`src/rtl/mem_access_requester.sv`:
```
// mem_access_requester
//   Turns single pipeline load/store requests into strobed accesses on a
//   word-addressed data memory. It waits out memory stalls and returns one
//   completion pulse per request. It also keeps saturating counters of stalled
//   cycles and of completed accesses.
//
//   Ports
//     clk, rst                 clock, asynchronous active-high reset
//     req_valid/req_write/req_addr/req_wdata/req_rd
//                              request from the pipeline (sampled in IDLE only)
//     req_ready                high while a request can be accepted
//     mem_read/mem_write       memory strobes (ACCESS state only)
//     word_address, data_in    latched word address and store data
//     stall, data_out          memory busy flag and load data
//     resp_valid               one-cycle completion pulse
//     resp_data/resp_rd/resp_err
//                              completion payload, held until the next completion
//     hold                     pipeline freeze while an access is in flight
//     stall_cycles             saturating count of stalled ACCESS cycles
//     access_count             saturating count of completed memory accesses
module mem_access_requester #(
  parameter int CNT_W = 16
) (
  input  logic             clk,
  input  logic             rst,
  input  logic             req_valid,
  input  logic             req_write,
  input  logic [31:0]      req_addr,
  input  logic [31:0]      req_wdata,
  input  logic [4:0]       req_rd,
  output logic             req_ready,
  output logic             mem_read,
  output logic             mem_write,
  output logic [9:0]       word_address,
  output logic [31:0]      data_in,
  input  logic             stall,
  input  logic [31:0]      data_out,
  output logic             resp_valid,
  output logic [31:0]      resp_data,
  output logic [4:0]       resp_rd,
  output logic             resp_err,
  output logic             hold,
  output logic [CNT_W-1:0] stall_cycles,
  output logic [CNT_W-1:0] access_count
);

  typedef enum logic [1:0] {
    IDLE   = 2'd0,
    ACCESS = 2'd1,
    RESP   = 2'd2
  } state_t;

  state_t             state_q, state_d;
  logic [9:0]         waddr_q, waddr_d;
  logic [31:0]        wdata_q, wdata_d;
  logic               write_q, write_d;
  logic [4:0]         rd_q, rd_d;
  logic [31:0]        rdata_q, rdata_d;
  logic [4:0]         rrd_q, rrd_d;
  logic               rerr_q, rerr_d;
  logic [CNT_W-1:0]   stall_cnt_q, stall_cnt_d;
  logic [CNT_W-1:0]   acc_cnt_q, acc_cnt_d;
  logic               bad_addr;

  // Increment that sticks at all-ones instead of wrapping.
  function automatic logic [CNT_W-1:0] sat_inc(input logic [CNT_W-1:0] v);
    if (&v) return v;
    return v + {{(CNT_W-1){1'b0}}, 1'b1};
  endfunction

  // Only the low 4 KiB is backed by memory, and accesses must be word aligned.
  assign bad_addr = (|req_addr[1:0]) | (|req_addr[31:12]);

  always_comb begin
    state_d     = state_q;
    waddr_d     = waddr_q;
    wdata_d     = wdata_q;
    write_d     = write_q;
    rd_d        = rd_q;
    rdata_d     = rdata_q;
    rrd_d       = rrd_q;
    rerr_d      = rerr_q;
    stall_cnt_d = stall_cnt_q;
    acc_cnt_d   = acc_cnt_q;
    case (state_q)
      IDLE: begin
        if (req_valid) begin
          waddr_d = req_addr[11:2];
          wdata_d = req_wdata;
          write_d = req_write;
          rd_d    = req_rd;
          if (bad_addr) begin
            // Rejected requests skip the memory entirely and report at once.
            state_d = RESP;
            rdata_d = 32'd0;
            rrd_d   = req_rd;
            rerr_d  = 1'b1;
          end else begin
            state_d = ACCESS;
          end
        end
      end
      ACCESS: begin
        if (stall) begin
          stall_cnt_d = sat_inc(stall_cnt_q);
        end else begin
          state_d   = RESP;
          acc_cnt_d = sat_inc(acc_cnt_q);
          rdata_d   = write_q ? 32'd0 : data_out;
          rrd_d     = rd_q;
          rerr_d    = 1'b0;
        end
      end
      RESP:    state_d = IDLE;
      default: state_d = IDLE;
    endcase
  end

  always_ff @(posedge clk or posedge rst) begin
    if (rst) begin
      state_q     <= IDLE;
      waddr_q     <= '0;
      wdata_q     <= '0;
      write_q     <= 1'b0;
      rd_q        <= '0;
      rdata_q     <= '0;
      rrd_q       <= '0;
      rerr_q      <= 1'b0;
      stall_cnt_q <= '0;
      acc_cnt_q   <= '0;
    end else begin
      state_q     <= state_d;
      waddr_q     <= waddr_d;
      wdata_q     <= wdata_d;
      write_q     <= write_d;
      rd_q        <= rd_d;
      rdata_q     <= rdata_d;
      rrd_q       <= rrd_d;
      rerr_q      <= rerr_d;
      stall_cnt_q <= stall_cnt_d;
      acc_cnt_q   <= acc_cnt_d;
    end
  end

  // Strobes decode straight from the state register, so an asynchronous reset
  // removes them immediately rather than at the next edge.
  assign req_ready    = (state_q == IDLE);
  assign hold         = (state_q == ACCESS);
  assign mem_read     = (state_q == ACCESS) && !write_q;
  assign mem_write    = (state_q == ACCESS) &&  write_q;
  assign word_address = waddr_q;
  assign data_in      = wdata_q;
  assign resp_valid   = (state_q == RESP);
  assign resp_data    = rdata_q;
  assign resp_rd      = rrd_q;
  assign resp_err     = rerr_q;
  assign stall_cycles = stall_cnt_q;
  assign access_count = acc_cnt_q;

endmodule

```
`config.mk`:
```
export PLATFORM = sky130hd
export DESIGN_NAME = mem_access_requester
export DESIGN_NICKNAME = d
export VERILOG_FILES = /design/src/rtl/mem_access_requester.sv
export SDC_FILE = /design/constraint.sdc
export NUM_CORES = 1
export LEC_CHECK = 0
export BUFFER_PORTS_ARGS = -buffer_cell sky130_fd_sc_hd__buf_2
export CAP_MARGIN = 10
export CORE_MARGIN = 1.5
export CORE_UTILIZATION = 48
export DETAILED_ROUTE_END_ITERATION = 7
export PLACE_DENSITY = 0.8
export SKIP_LAST_GASP = 1
export SLEW_MARGIN = 20
export SYNTH_ARGS = -nofsm -noshare
export SYNTH_HDL_FRONTEND = slang
export SYNTH_SLANG_ARGS = --single-unit
```
`constraint.sdc`:
```
create_clock -name clk -period 5.5 [get_ports clk]
set_clock_uncertainty 0.1 [all_clocks]
set_input_delay 1.1 -clock clk [delete_from_list [all_inputs] [get_ports clk]]
set_output_delay 1.1 -clock clk [all_outputs]
set_load 0.01 [all_outputs]
```
Yosys cells after proc, flatten, opt, wreduce, memory -nomap -nowiden. Index checks and enable logic that the tools add are counted. W data, S select, Z words.

Input port bits: 106. Word-level logic and storage cells: 60. Flip-flop bits (word level): 120. Output and inout port bits: 117.

Add/sub/neg operators: 2. Multiplexer cells: 25. Bitwise gates (word level): 2. Eq/ne operators: 7. Reductions and logical operators: 14.

Operator list (count): $mux W32 (4); $pmux W32 S2 (1); $add A16 B1 Y16 const B (2); $mux W16 (2); $reduce_and A16 Y1 (2); $reduce_or A20 Y1 (1); $mux W5 (3); $pmux W5 S2 (1); $mux W1 (9); $ne A2 B2 Y1 const B (4); $mux W2 (3); $reduce_and A3 Y1 (2); $pmux W2 S2 (1); $reduce_and A2 Y1 (2); $reduce_and A4 Y1 (1); $eq A2 B1 Y1 const B (1); $eq A2 B2 Y1 const B (1); $logic_and A1 B1 Y1 (2); $logic_not A2 Y1 (1); $ne A2 B1 Y1 const B (1); $pmux W1 S2 (1); $reduce_bool A2 Y1 (1); $reduce_or A2 Y1 (1); $logic_not A1 Y1 (1); 2 further kinds (2).

Depth between registers and ports, before layout.
Depth in word-level cells: 6. Depth in mapped cells: 7. Mapped depth without buffers: 5.

Worst setup path before layout. No wires, ideal clock.

Kind: input-to-reg. Start point: input port req_addr[29]. End point: register rrd_q[0] (netlist: resp_rd[0]). Data required time: 5.273 ns. Data arrival time: 2.153 ns. Path slack: 3.119 ns. Path buffers: 1. Stages on the path: 5. Cell sequence: nor4_1 nand4_1 o22a_1 buf_6 mux2_1.

Cells in the longest elaborated chain, start to end: 4.

RTL lines: start, declared (line 28) `input logic [31:0] req_addr,`; $reduce_or A20 Y1 (line 72) `assign bad_addr = (|req_addr[1:0]) | (|req_addr[31:12]);`; $or A1 B1 Y1 (line 72); $ne A2 B1 Y1 (no source line); $reduce_and A4 Y1 (no source line); end signal, assigned (line 138) `rrd_q <= rrd_d;`; end, declared (line 59) `logic [4:0] rrd_q, rrd_d;`.

No other way between the ends. A chain may end at the register's enable or synchronous reset.

Worst setup path after layout.
Start point: register state_q[1]. End point: output port mem_read.

Cells in the longest elaborated chain, start to end: 2.

RTL lines: start, declared (line 53) `state_t state_q, state_d;`; start signal, assigned (line 132) `state_q <= state_d;`; $eq A2 B1 Y1 (line 149) `assign mem_read = (state_q == ACCESS) && !write_q;`; $logic_and A1 B1 Y1 (line 149); end, declared (line 32) `output logic mem_read,`.

No other way between the ends.

==> results.txt <==
----------------------------------------------------
[Status]
  Status ... complete, no violations

[Die]
  Chip Height ... 108 um
  Placeable core region ... 10700 um2
  Die width ... 108 um
  Number of ports placed on the die boundary ... 223
  Area of the die ... 11600 um2
  Number of placement rows ... 38
  Starting density of the core ... 48.9%

[STA]
  Hold Fails Final Rpt ... 0
  Fmax ... 0.291 GHz
  Actual slew at the worst max-slew pin ... 1110 ps
  Relative slew margins ... 26.2%
  RSZ-0062 raised after global routing ... false
  Post-Route Setup TNS ... 0 ps
  Post-layout min period ... 3440 ps
  Setup violation total in the final timing report ... 0
  Final cycle utilization of the critical path ... 62.5%
  Number of max-slew violations in the final report ... 0

[CTS]
  H-tree depth ... 4
  Hold buffer count at cts ... 0
  Number of buffers created by CTS ... 17
  Number of buffers between clock root and the deepest sink ... 2
  CTS tree ... built
  Clock slew at the register clock pins of the worst setup and hold paths ... 50 ps
  CTS Sinks ... 120
  Source-to-sink clock delay at the later pin of the worst-skew pair ... 500 ps
  Cell chosen for the clock root ... sky130_fd_sc_hd__clkbuf_8
  Post-cts repair resize count ... 0
  Number of post-CTS setup repair buffers ... 0

[Detailed routing]
  Count of TritonRoute iterations in the first routing pass ... 6
  Number of DRC markers after the initial detailed-route iteration ... 159
  Via count ... 4039
  Detailed-route wire length per cell ... 14.9 um
  Total DRC errors in the routed layout ... 0
  Routed wire length ... 11.9 mm
  Post-detailed-route via-to-cell ratio ... 5.06
  Antenna violation net count after detailed routing ... 0

[Worst setup path]
  End point of the critical path ... mem_read
  Startpoint of the lowest-slack register-to-register path ... state_q[0]
  Setup slack on the worst flop-to-flop path ... 2570 ps
  RR Endpoint ... resp_rd[0]
  CP Depth ... 4
  Worst path cell trace ... and2b_1, nor2b_2, buf_4, buf_2
  Critical path required time ... 4300 ps
  Max stage delay on crit path ... 540 ps
  Critical path buffer and inverter count ... 2
  CP max stage cell ... sky130_fd_sc_hd__and2b_1
  Endpoint arrival time on the critical path ... 2240 ps
  First element of the critical path ... state_q[1]
  Number of cells on the worst reg-to-reg path ... 5
  Sort of element at the start of the critical path ... flip-flop
  Maximum net fanout on the critical path ... 33
  Cell family with most CP delay ... simple AND/OR/NAND/NOR gates
  Critical Path Sink Type ... output port
  Type of the worst setup path ... flip-flop to output port

[Synthesis]
  Post-synth top area cell ... sky130_fd_sc_hd__dfrtp_1
  Yosys top cell area share ... 57.2%
  Synth async-reset ratio ... 100%
  Synthesized instance count ... 419
  Fraction of the yosys area taken by sequential cells ... 57.2%
  Number of synthesized register bits ... 120
  Number of library cell types mapped by synthesis ... 45
  Synth Net Count ... 527
  Cell types with the highest counts after synthesis ... sky130_fd_sc_hd__dfrtp_1, sky130_fd_sc_hd__mux2_2, sky130_fd_sc_hd__nand2_1, sky130_fd_sc_hd__inv_1, sky130_fd_sc_hd__mux2i_1
  Most area-consuming cells after synthesis ... sky130_fd_sc_hd__dfrtp_1, sky130_fd_sc_hd__mux2_2, sky130_fd_sc_hd__mux2i_1, sky130_fd_sc_hd__nand2_1, sky130_fd_sc_hd__inv_1
  Yosys warnings ... 0
  Mean instance size in the synthesized netlist ... 12.5 um2
  Number of synthesized flops with an enable pin ... 0
  Combined area of all synthesized cells ... 5250 um2
  Most frequently used flop master after synthesis ... sky130_fd_sc_hd__dfrtp_1
  Most frequent cell after synthesis ... sky130_fd_sc_hd__dfrtp_1

[Finish]
  Final non-filler cell area ... 6990 um2
  Number of antenna diodes ... 0
  Multi-input gate area ... 2030 um2
  Number of standard cells in the layout, taps in and fillers out ... 798
  Layout cell share with drive strength beyond 1 ... 48.9%
  Final layout net count ... 756
  Sequential cell area ... 3000 um2
  Area overhead of the layout relative to synthesis ... 33.0%
  Filler Cell Count ... 849

[GRT]
  Via count of the first global-routing pass ... 4116
  Wire length of the first global-routing pass ... 18.9 mm
  Leftover overflow at the end of global routing ... 0
  Total global routing track utilization ... 21.1%
  Pin count of the biggest net entering global routing ... 72
  Number of antenna violations at the first check in global routing ... 0

[Worst hold path]
  Tightest Hold Check Type ... flip-flop to flip-flop

[Placed design]
  Total cell area at the placement stage ... 6470 um2
  Post-detailed-placement half-perimeter wirelength ... 8.58 mm
  Port Buf Inserts ... 222
  Weighted congestion reported at the end of routability-driven placement ... 0.888
  Total placed cells including tap cells ... 769

[Job]
  Max-cap violation count ... 0

[Power and ir drop]
  IR drop worst, VDD ... 0.159 mV
  Leakage power total ... 3.56 nW
  Overall power consumption ... 2.17 mW
  Power per standard cell area ... 310 nW/um2

----------------------------------------------------
## report_power, final
part	leakage (nW)	switching [mW]	internal (mW)
logic	1.76	0.110	0.121
clock network	0.251	0.369	0.596
registers	1.55	0.0281	0.943
## cell type report
| class | instances | area share, % |
|---|---|---|
| sequential | 120 | 43.0 |
| multi-input combinational | 249 | 29.0 |
| timing repair buffer | 225 | 16.2 |
| clock buffer | 19 | 6.18 |
| tap | 140 | 2.51 |
| inverter | 35 | 1.92 |
| clock inverter | 10 | 1.18 |
## stage by stage
| step | setup slack, ps | utilization, % | hold WS [ps] |
|---|---|---|---|
| floorplan | 1110 | - | 375 |
| global placement | 2040 | 60.2 | 365 |
| detailed placement | 1970 | 60.2 | 377 |
| CTS | 2000 | 65.0 | 390 |
| global route | 1900 | 65.0 | 403 |
| finish | 2060 | 65.0 | 386 |
## placed cells by master (no fill, tap or decap), drive strengths merged, types with 11 or more instances in the layout
cell,n
buf,225
nand2,41
xor2,15
nor4,11
dfrtp,120
mux2,60
inv,35
clkbuf,19
xnor2,14
nand4,12
mux2i,32
## metal layers
layer	wire length (um)	track usage, %	part of all wire, %	vias to the layer above
li1	-	-	-	1910
met1	4910	25.5	41	1962
met2	5970	34.4	50	144
met3	700	5.99	5.9	23
met4	299	11.1	2.5	0
met5	0	0	0	-
## worst min-delay path by stage
stage | slack [ps] | cells after the start | startpoint | to
detailed placement | 380 | 1 | resp_rd[3] | resp_rd[3]
global placement | 370 | 1 | resp_rd[2] | resp_rd[2]
floorplan | 370 | 1 | rd_q[4] | rd_q[4]
CTS | 390 | 1 | access_count[14] | access_count[14]
global route | 400 | 1 | resp_rd[2] | resp_rd[2]
finish | 390 | 1 | resp_rd[0] | resp_rd[0]
## sequential cells by signal, summed over array words and instances (netlist names)
signal and flops:
access_count 16, data_in 32, rd_q 5, resp_data 32
resp_err 1, resp_rd 5, stall_cycles 16, state_q 2
word_address 10, write_q 1
## logic make-up (layout without fill, tap and decap cells)
group,Yosys count,count (layout),synth area share [%]
flip-flops,120,120,57.2
AO/OA/AOI/OAI,20,20,2.83
XOR/XNOR,29,29,4.83
AND/OR/NAND/NOR,106,106,11.4
multiplexers,92,92,19.0
buffers and inverters,50,289,4.36
adder cells (fa/ha/maj),2,2,0.476
Power figures use the tool's default switching activity.
